--- config.mk ---
export PLATFORM = sky130hd
export DESIGN_NAME = wb_bridge_mux
export DESIGN_NICKNAME = d
export VERILOG_FILES = /design/src/rtl/wb_bridge_pkg.sv /design/src/rtl/wb_timeout_cnt.sv /design/src/rtl/wb_bridge_mux.sv
export SDC_FILE = /design/constraint.sdc
export NUM_CORES = 1
export LEC_CHECK = 0
export ABC_AREA = 1
export BUFFER_PORTS_ARGS = -buffer_cell sky130_fd_sc_hd__buf_2
export CORE_MARGIN = 2
export CORE_UTILIZATION = 45
export DETAILED_ROUTE_END_ITERATION = 7
export HOLD_SLACK_MARGIN = 0.06
export PLACE_DENSITY = 0.79
export RECOVER_POWER = 25
export SLEW_MARGIN = 20
export SYNTH_ARGS = -nofsm -noshare
export SYNTH_HDL_FRONTEND = slang
export SYNTH_SLANG_ARGS = --single-unit
--- constraint.sdc ---
create_clock -name wb_clk_i -period 1.7 [get_ports wb_clk_i]
set_input_delay 0.255 -clock wb_clk_i [delete_from_list [all_inputs] [get_ports wb_clk_i]]
set_output_delay 0.255 -clock wb_clk_i [all_outputs]
set_load 0.005 [all_outputs]
--- src/rtl/wb_bridge_pkg.sv ---
// Shared types and helpers for the Wishbone bridge/interconnect.
package wb_bridge_pkg;

  typedef enum logic [1:0] {
    ST_IDLE = 2'd0,
    ST_BUS  = 2'd1,
    ST_RESP = 2'd2
  } state_e;

  typedef enum logic [1:0] {
    RSP_ACK = 2'd0,
    RSP_ERR = 2'd1,
    RSP_RTY = 2'd2
  } rsp_e;

  // Bits needed to hold 0..n-1, never less than one.
  function automatic int cnt_w(input int n);
    return (n <= 2) ? 1 : $clog2(n);
  endfunction

endpackage

--- src/rtl/wb_timeout_cnt.sv ---
// Bus timeout counter: counts enabled cycles and flags the TIMEOUT-th one.
module wb_timeout_cnt
  import wb_bridge_pkg::*;
#(
  parameter int TIMEOUT = 16
) (
  input  logic clk,
  input  logic rst,
  input  logic clr,
  input  logic en,
  output logic expired
);

  localparam int CW = cnt_w(TIMEOUT);
  localparam logic [CW-1:0] LAST = CW'(TIMEOUT - 1);

  logic [CW-1:0] cnt;

  // Holds at LAST so a stalled enable can never wrap back into range.
  always_ff @(posedge clk) begin
    if (rst || clr)                cnt <= '0;
    else if (en && (cnt != LAST))  cnt <= cnt + 1'b1;
  end

  assign expired = en && (cnt == LAST);

endmodule

--- src/rtl/wb_bridge_mux.sv ---
// One classic Wishbone master to NSLV slaves: upper address bits pick the slave,
// request is registered, single-cycle termination returned, bus timeout enforced.
module wb_bridge_mux
  import wb_bridge_pkg::*;
#(
  parameter int DW      = 8,
  parameter int AW      = 8,
  parameter int SLV_AW  = 2,
  parameter int NSLV    = 2,
  parameter int TIMEOUT = 16
) (
  input  logic                 wb_clk_i,
  input  logic                 wb_rst_i,
  input  logic [AW-1:0]        m_adr_i,
  input  logic [DW-1:0]        m_dat_i,
  output logic [DW-1:0]        m_dat_o,
  input  logic                 m_we_i,
  input  logic                 m_cyc_i,
  input  logic                 m_stb_i,
  output logic                 m_ack_o,
  output logic                 m_err_o,
  output logic                 m_rty_o,
  output logic [SLV_AW-1:0]    s_adr_o,
  output logic [DW-1:0]        s_dat_o,
  output logic                 s_we_o,
  output logic [NSLV-1:0]      s_cyc_o,
  output logic [NSLV-1:0]      s_stb_o,
  input  logic [NSLV*DW-1:0]   s_dat_i,
  input  logic [NSLV-1:0]      s_ack_i,
  input  logic [NSLV-1:0]      s_err_i,
  input  logic [NSLV-1:0]      s_rty_i,
  input  logic [NSLV-1:0]      irq_i,
  output logic                 irq_o
);

  localparam int IW = AW - SLV_AW;
  localparam logic [IW:0] NSLV_L = (IW + 1)'(NSLV);

  state_e            state;
  logic [SLV_AW-1:0] adr_q;
  logic [DW-1:0]     dat_q;
  logic              we_q;
  logic [IW-1:0]     idx_q;

  logic [IW-1:0] idx_in;
  logic          idx_ok;
  logic          sel_ack, sel_err, sel_rty;
  logic [DW-1:0] sel_dat;
  logic          expired;
  logic          rsp_vld;
  rsp_e          rsp;

  assign idx_in = m_adr_i[AW-1:SLV_AW];
  assign idx_ok = {1'b0, idx_in} < NSLV_L;

  // Only the addressed slave may terminate; the others are ignored.
  always_comb begin
    sel_ack = 1'b0;
    sel_err = 1'b0;
    sel_rty = 1'b0;
    sel_dat = '0;
    for (int i = 0; i < NSLV; i++) begin
      if (idx_q == IW'(i)) begin
        sel_ack = s_ack_i[i];
        sel_err = s_err_i[i];
        sel_rty = s_rty_i[i];
        sel_dat = s_dat_i[i*DW +: DW];
      end
    end
  end

  // A slave response on the expiry edge takes precedence over the timeout.
  always_comb begin
    rsp_vld = sel_ack | sel_err | sel_rty | expired;
    if (sel_ack)      rsp = RSP_ACK;
    else if (sel_err) rsp = RSP_ERR;
    else if (sel_rty) rsp = RSP_RTY;
    else              rsp = RSP_ERR;
  end

  wb_timeout_cnt #(.TIMEOUT(TIMEOUT)) u_tmo (
    .clk     (wb_clk_i),
    .rst     (wb_rst_i),
    .clr     (state != ST_BUS),
    .en      (state == ST_BUS),
    .expired (expired)
  );

  always_ff @(posedge wb_clk_i) begin
    if (wb_rst_i) begin
      state   <= ST_IDLE;
      adr_q   <= '0;
      dat_q   <= '0;
      we_q    <= 1'b0;
      idx_q   <= '0;
      m_dat_o <= '0;
      m_ack_o <= 1'b0;
      m_err_o <= 1'b0;
      m_rty_o <= 1'b0;
      irq_o   <= 1'b0;
    end else begin
      m_ack_o <= 1'b0;
      m_err_o <= 1'b0;
      m_rty_o <= 1'b0;
      irq_o   <= |irq_i;
      case (state)
        ST_IDLE: begin
          if (m_cyc_i && m_stb_i) begin
            adr_q <= m_adr_i[SLV_AW-1:0];
            dat_q <= m_dat_i;
            we_q  <= m_we_i;
            idx_q <= idx_in;
            if (idx_ok) begin
              state <= ST_BUS;
            end else begin
              state   <= ST_RESP;
              m_err_o <= 1'b1;
            end
          end
        end
        ST_BUS: begin
          if (!m_cyc_i) begin
            state <= ST_IDLE;
          end else if (rsp_vld) begin
            state   <= ST_RESP;
            m_ack_o <= (rsp == RSP_ACK);
            m_err_o <= (rsp == RSP_ERR);
            m_rty_o <= (rsp == RSP_RTY);
            if (sel_ack && !we_q) m_dat_o <= sel_dat;
          end
        end
        ST_RESP: state <= ST_IDLE;
        default: state <= ST_IDLE;
      endcase
    end
  end

  assign s_adr_o = adr_q;
  assign s_dat_o = dat_q;
  assign s_we_o  = we_q;

  for (genvar g = 0; g < NSLV; g++) begin : g_slv
    assign s_stb_o[g] = (state == ST_BUS) && (idx_q == IW'(g));
    assign s_cyc_o[g] = s_stb_o[g];
  end

endmodule
# == Word-level counts from Yosys, hierarchy flattened ==
# Index checks and enable logic that the tools add are counted.
# word_totals
register_bits,35
input_bits,45
output_inout_bits,27
elab_cells,65
# op_classes
add_sub_neg,1
n_lt_le_gt_ge,1
n_eq_ne,9
n_mux,21
n_bitwise,6
reduce_logical,16
# ops
op,n
2-to-1 mux 8 bit,2
2-to-1 mux 2 bit,7
2-to-1 mux 1 bit,10
== test 6 x 1 -> 1 bit (second input constant),1
logical AND 1 bit,6
zero test 6 bit,1
less-than comparator 6 x 2 -> 1 bit (second input constant),1
adder 4 x 1 -> 4 bit (second input constant),1
== test 2 x 1 -> 1 bit (second input constant),2
== test 4 bit (second input constant),1
zero test 2 bit,2
!= test 4 bit (second input constant),1
one-hot mux 2 bit (2 select lines),1
AND reduction 2 bit,2
AND reduction 4 bit,1
OR reduction 4 bit,1
!= test 3 bit (second input constant),1
inverter 1 bit,3
OR 1 bit,3
== test 2 bit (second input constant),1
!= test 2 x 1 -> 1 bit (second input constant),1
!= test 2 bit (second input constant),1
one-hot mux 1 bit (2 select lines),1
OR reduction 2 bit,1
2 further kinds,2

# == Depth between registers and ports, before layout ==
# Gate-level depths: netlist (run 1).
# depth
depth_word,10
depth_mapped,9
ltp_nobuf,8

# == Cells and area by module ==
# A second synthesis (run 1) with hierarchy kept.
# hier_totals
cells_unflattened,225
area_unflattened_um2,1650.3
# by_module_without_submodules
mod,n_inst,cells_per_inst,area_per_inst_um2,seq_area_each_um2
wb_bridge_mux,1,194,1441.4,620.6
wb_timeout_cnt,1,31,209.0,80.1

# == Worst setup path after synthesis (run 1) ==
# Ideal clock, no wire load.
# synth_timing
path_type,reg2reg
startpoint,register idx_q[2]
endpoint,register m_dat_o[0]
setup_time_ps,115
t_arrival_ps,1229
required_ps,1585
setup_slack_ps,355
path_stages_with_launch,8
synth_period_minus_slack_ps,1345
cell_sequence,dfxtp_1 nor2_2 nand4_1 nand2_2 nand3b_4 buf_6 o21ai_2 a21oi_2
# synth_via
elab_chain_len,7
word_cells_on_any_way,15
cone_classes,1 x eq/ne; 8 x mux; 3 x bitwise; 3 x reduce/logical
# synth_rtl
item,line_no,rtl
"start, declared",wb_bridge_mux.sv:43,logic [IW-1:0] idx_q;
"start signal, assigned",wb_bridge_mux.sv:112,idx_q <= idx_in;
zero test 6 bit,wb_bridge_mux.sv:63,if (idx_q == IW'(i)) begin
2-to-1 mux 1 bit (2 in series),wb_bridge_mux.sv:63,
OR 1 bit (3 in series),wb_bridge_mux.sv:74,rsp_vld = sel_ack | sel_err | sel_rty | expired;
AND reduction 4 bit (no source line),n/a,
"end signal, assigned",wb_bridge_mux.sv:129,if (sel_ack && !we_q) m_dat_o <= sel_dat;
"end, declared",wb_bridge_mux.sv:16,"output logic [DW-1:0] m_dat_o,"
# Parallel ways exist; a longest one is shown, timed or not.
# A chain may end at the register's enable or synchronous reset.

# == Final worst setup path (run 1) ==
# layout_timing
startpoint,register idx_q[3]
endpoint,output s_stb_o[1]
# layout_via
elab_chain_len,2
# layout_rtl
item,line_no,rtl
== test 6 x 1 -> 1 bit,wb_bridge_mux.sv:143,assign s_stb_o[g] = (state == ST_BUS) && (idx_q == IW'(g));
logical AND 1 bit,wb_bridge_mux.sv:143,
"end, declared",wb_bridge_mux.sv:27,"output logic [NSLV-1:0] s_stb_o,"
# Every way passes these cells.

==> results of run 1 <==
-- flip-flops by register name, indices dropped and copies added, names as in the netlist --
register and cells:
m_err_o 1, s_adr_o 2, idx_q 6, m_rty_o 1, m_ack_o 1, u_tmo.cnt 4
irq_o 1, s_dat_o 8, s_we_o 1, state 2, m_dat_o 8
-- metal layers --
metal  vias up  track usage [%]  part of all wire (%)
li1        854                -                     -
met1       726            22.50                    43
met2        52            34.04                    48
met3        11            5.405                   6.4
met4         0            8.333                   2.4
met5         -                0                     0
-- cell usage in the layout, fill, tap and decap left out --
cell / instances
nor2_4: 4
nand3_4: 2
o21ai_2: 2
nor4_1: 1
nand4_1: 6
a31oi_1: 1
a21oi_2: 2
nor2_2: 2
nor2_1: 44
nand2_1: 12
clkinv_1: 1
dfxtp_1: 34
nand2_2: 1
clkbuf_1: 4
nand3_1: 7
ha_1: 1
clkbuf_4: 5
inv_1: 34
nor3_2: 1
buf_2: 68
nand3b_4: 1
dfxtp_2: 1
o22ai_1: 8
buf_12: 1
a21oi_1: 15
buf_4: 9
o21ai_0: 27
-- worst max-delay path by stage --
stage	slack, ns	end	from	depth (start not counted)
2_1_floorplan	0.36	m_dat_o[0]	idx_q[2]	7
3_3_place_gp	0.27	m_dat_o[3]	idx_q[5]	6
3_5_place_dp	0.19	m_dat_o[5]	idx_q[5]	6
4_1_cts	-0.001	s_stb_o[1]	idx_q[0]	5
5_1_grt	-0.01	m_dat_o[6]	idx_q[3]	7
6_report	0.11	s_stb_o[1]	idx_q[3]	4
-- final cells by class --
class	count	area, um^2	area share, %
inverters	35	131.4	6.246
repair buffers	81	439.2	20.88
multi-input cells	137	732.0	34.80
clock buffers	6	41.29	1.963
well taps	46	57.56	2.736
flip-flops and latches	35	701.9	33.37
-- critical path, delay by kind of cell (launching register included) --
kind,cells,cell delay [ns]
buffers and inverters,1,0.12
flip-flops,1,0.35
AND/OR/NAND/NOR,3,0.55
-- power groups by stage --
stage	clock network, uW	logic [uW]	registers [uW]
2_1_floorplan	0	153	890
3_3_place_gp	0	261	889
3_5_place_dp	0	266	888
4_1_cts	402	270	873
5_1_grt	438	363	881
6_report	386	325	876
-- kinds of logic after synthesis --
family / share of synthesized area (%)
AND/OR/NAND/NOR: 23.68
buffers and inverters: 11.44
flip-flops: 44.80
adder cells (fa/ha/maj): 0.7999
AO/OA/AOI/OAI: 19.28
-- timing repair --
action,CTS,global route
endpoints found under the setup margin,4,4
pin swaps,1,3
gates resized for setup,4,6
buffers inserted,0,7
-- metrics by stage --
step	instance area [um^2]	setup slack, ns	setup TNS, ns
final	2103	0.1065	0
after global routing	2103	-0.01318	-0.01318
after CTS	2026	-0.001123	-0.001123
after detailed placement	1969	0.1880	0
after global placement	1969	0.2661	0
after floorplan	1564	0.3554	0
==> results.cfg, run 1 <==
[floorplan]
io_pins = 72
die_y_um = 62.96
die_w_um = 62.96
rows = 21
core_um2 = 3337
initial_core_util_pct = 46.87
dieArea_um2 = 3963

[critical_path]
critPathKind = reg2out
r2r_slack_ns = 0.12
cp_cell_sequence = nor2_4 > nand3_4 > nor2_2 > buf_2
critPathRequiredTime_ns = 1.44
critPathSlowestCell = dfxtp_1
worstSetupStartpointType = flop
reg2reg_depth = 7
slowest_delay_ns = 0.35
cp_max_fo = 10
reg2reg_from = idx_q[3]
timing.rr.end = m_dat_o[5]
cp.arrival_ns = 1.34
crit_path_end_kind = output pin

[detailed_routing]
drtIter0Drc = 72
drc = 0
viasPerCell = 4.832
ant_nets = 0
num_vias = 1643
wl_per_cell_um = 10.79
wl_um = 3668
drtPass1Iterations = 4

[synth]
yosysSeqAreaShare_pct = 44.80
synthArstFlopShare_pct = 0
avgSynthCellArea_um2 = 7.274
synth_most_common_cell = nor2_1
ys_types = 24
synthesis.area_um2 = 1564
ys_top_cells_by_count = nor2_1 (47), dfxtp_1 (35), inv_1 (34), o21ai_0 (27), a21oi_1 (15)
synth-seq-cells = 35
yosys-top-cells-area = dfxtp_1 (45%), nor2_1 (11%), o21ai_0 (8.6%)
synthFlopType = dfxtp_1
synth-edff-count = 0
yosys.area.top_type = dfxtp_1
yosysWarnings = 0
syn_inst = 215
synth_nets = 261
synth.top_cell.area_share_pct = 44.80

[final_layout]
final_nets = 341
drive_gt1_share_pct = 33.67
instances_no_fill = 340
nFillCells = 319
final_util_pct = 63.03
n_antenna_cell = 0
area_growth_pct = 34.48

[pwr]
p_seq_share_pct = 55.2
combPwrFrac_pct = 20.5
p_clk_share_pct = 24.3
power.switching_uw = 432.1
peakVddDrop_uv = 467.0
switching_share_pct = 27.23
power.internal_uw = 1155
p_leak_uw = 0.001109
total_power_uw = 1587
power_density_nw_per_um2 = 754.5

[global_route]
first_global_vias = 1547
antenna_found_initial = 0
grt_pass1_wl_um = 6279
grt_max_degree = 20
grt_usage_pct = 19.63
grt_overflow = 0

[clock_tree]
htreeDepth = 2
cts.path.max_buffers = 2
hold_buffers = 0
root_buffer = clkbuf_4
numCtsBuffers = 5
cts.sinks = 35
cts_tree = done
clkTransAtPathRegs_ns = 0.10
insertion_delay_ns = 0.32

[sta]
period_needed_ns = 1.593
setup_viol = 0
hold_viol_final = 0
fmax_ghz = 0.6276
slew_viol_final = 0
period_share_pct = 93.73
worst_pin_slew_ns = 0.4488
max_slew_margin_pct = 69.80
whs_ns = 0.1343
finalClockSkew_ns = 0.007334

[flow_run]
drv_cap = 0

[placement]
gp_congestion = 0.8533
portBuffers = 71
dp.cells = 327
dp_hpwl_um = 2627

[min_path]
whs_path_depth = 3
worstHoldStart = irq_i[0]
hold-path-endpoint = irq_o
hold_class = in2reg

[outcome]
status = complete, no violations
No activity file was read; power rests on OpenSTA's default activity.
==> run 2, diff against run 1 <==
- REMOVE_ABC_BUFFERS: default -> 1
- SETUP_SLACK_MARGIN: default -> 0.4
==> results.cfg, run 2 (same netlist as run 1, synthesis figures left out) <==
[outcome]
status = complete, no violations

[floorplan]
dieArea_um2 = 3963
initial_core_util_pct = 46.87
core_um2 = 3337
io_pins = 72
rows = 21
die_y_um = 62.96
die_w_um = 62.96

[critical_path]
cpLargestDelayFamily = flip-flops
crit_path_end_kind = output pin
worstSetupStartpointType = flop
critPathSlowestCell = dfxtp_2
cp_max_fo = 3
critPathRequiredTime_ns = 1.44
cp_num_buf_inv = 2
critPathKind = reg2out
cp.arrival_ns = 1.25
cp_cell_sequence = nor2_4 > buf_6 > nand3_4 > nor2_4 > buf_2
slowest_delay_ns = 0.35
crit_top_cell = nor2_4

[placement]
place_worst_setup_slack_ns = 0.2161
postPlaceCellArea_um2 = 1957
portBuffers = 71
dp_hpwl_um = 2700
gp_congestion = 0.8210

[detailed_routing]
drtIter0Drc = 83
drc = 0
num_vias = 1702
ant_nets = 0
drtPass1Iterations = 4
wl_per_cell_um = 11.66
wl_um = 4036
viasPerCell = 4.919

[final_layout]
area_growth_pct = 42.08
nFillCells = 298
n_antenna_cell = 0
drive_gt1_share_pct = 40.33
final_nets = 346
mostFrequentLayoutCell = buf_2
final_util_pct = 66.59
stdcell_area_um2 = 2222
mostFrequentLayoutCells = buf_2 (67), nor2_1 (40), inv_1 (33)

[clock_tree]
insertion_delay_ns = 0.34
cts_tree = done
cts.path.max_buffers = 2
numCtsBuffers = 5
cts.sinks = 35
hold_buffers = 0
clkTransAtPathRegs_ns = 0.11
root_buffer = clkbuf_4
htreeDepth = 2

[global_route]
first_global_vias = 1552
antenna_found_initial = 0
grt_max_degree = 20
grt_pass1_wl_um = 6561
grt_usage_pct = 20.88
grt_overflow = 0

[sta]
grt_setup_unrepaired = true
finalClockSkew_ns = 0.01242
period_share_pct = 88.35
whs_ns = 0.1283
worst_pin_slew_ns = 0.3980
fin_ws_ns = 0.1981
fmax_ghz = 0.6658
slew_viol_final = 0
setup_viol = 0
max_slew_margin_pct = 73.43
period_needed_ns = 1.502
hold_viol_final = 0
fin_tns_setup_ns = 0

[pwr]
peakVddDrop_uv = 477.6
power_density_nw_per_um2 = 763.1
p_leak_uw = 0.001152

[min_path]
hold_class = in2reg

[flow_run]
drv_cap = 0
run 2: cell count changes in the layout (fill, tap and decap cells not counted), moves of 2 or more:
cell and change:
dfxtp_1 -6, dfxtp_2 +6, o21ai_0 -6, o21ai_1 +5
nor2_1 -4, buf_6 +3, inv_2 +2, nand2_1 -2
nand2_2 +2, nor2_2 +2, nor2_4 +2
run 2: worst paths after layout:
check | start | to | slack, ns | cells past startpoint
setup reg to reg | idx_q[3] | m_dat_o[2] | 0.22 | 6
setup / recovery | idx_q[3] | s_stb_o[1] | 0.20 | 5
hold / removal | m_we_i | s_we_o | 0.13 | 3
hold reg to reg | m_dat_o[7] | m_dat_o[7] | 0.45 | 2
run 2: layout make-up:
class	instances	area (um^2)	share of cell area (%)
clock buffer	6	51.30	2.309
clock inverter	1	5.005	0.2252
inverter	35	131.4	5.912
multi-input combinational	138	775.7	34.91
sequential	35	709.4	31.93
tap	46	57.56	2.590
timing repair buffer	85	491.7	22.13
run 2: tightest hold or removal path, cell delays in order:
cell and delay, ns:
buf_2 0.07, nor2_1 0.03, nor2_1 0.08
run 2: per-stage QoR:
stage | std cells | power [uW]
finish | 346 | 1696
global placement | 327 | 1146
global route | 346 | 1796
floorplan | 207 | 1038
detailed placement | 327 | 1152
CTS | 340 | 1655
run 2: metal layers:
| layer | part of all wire (%) | vias up | track usage, % |
|---|---|---|---|
| li1 | - | 876 | - |
| met1 | 42 | 763 | 23.48 |
| met2 | 50 | 58 | 36.84 |
| met3 | 7.1 | 5 | 6.306 |
| met4 | 1.2 | 0 | 7.778 |
| met5 | 0 | - | 0 |
run 2: power by group:
part | switching [uW] | total (uW) | internal (uW) | leakage, uW
logic | 185 | 355 | 170 | 0.000829
registers | 23.4 | 879 | 856 | 0.000288
clock network | 271 | 462 | 191 | 0.0000341
run 2: timing repair:
action / CTS / global route
endpoints found under the setup margin: 17 / 30
buffers inserted: 5 / 6
resized for setup: 26 / 12
pin swaps: 5 / 7
gates cloned: 1 / 0
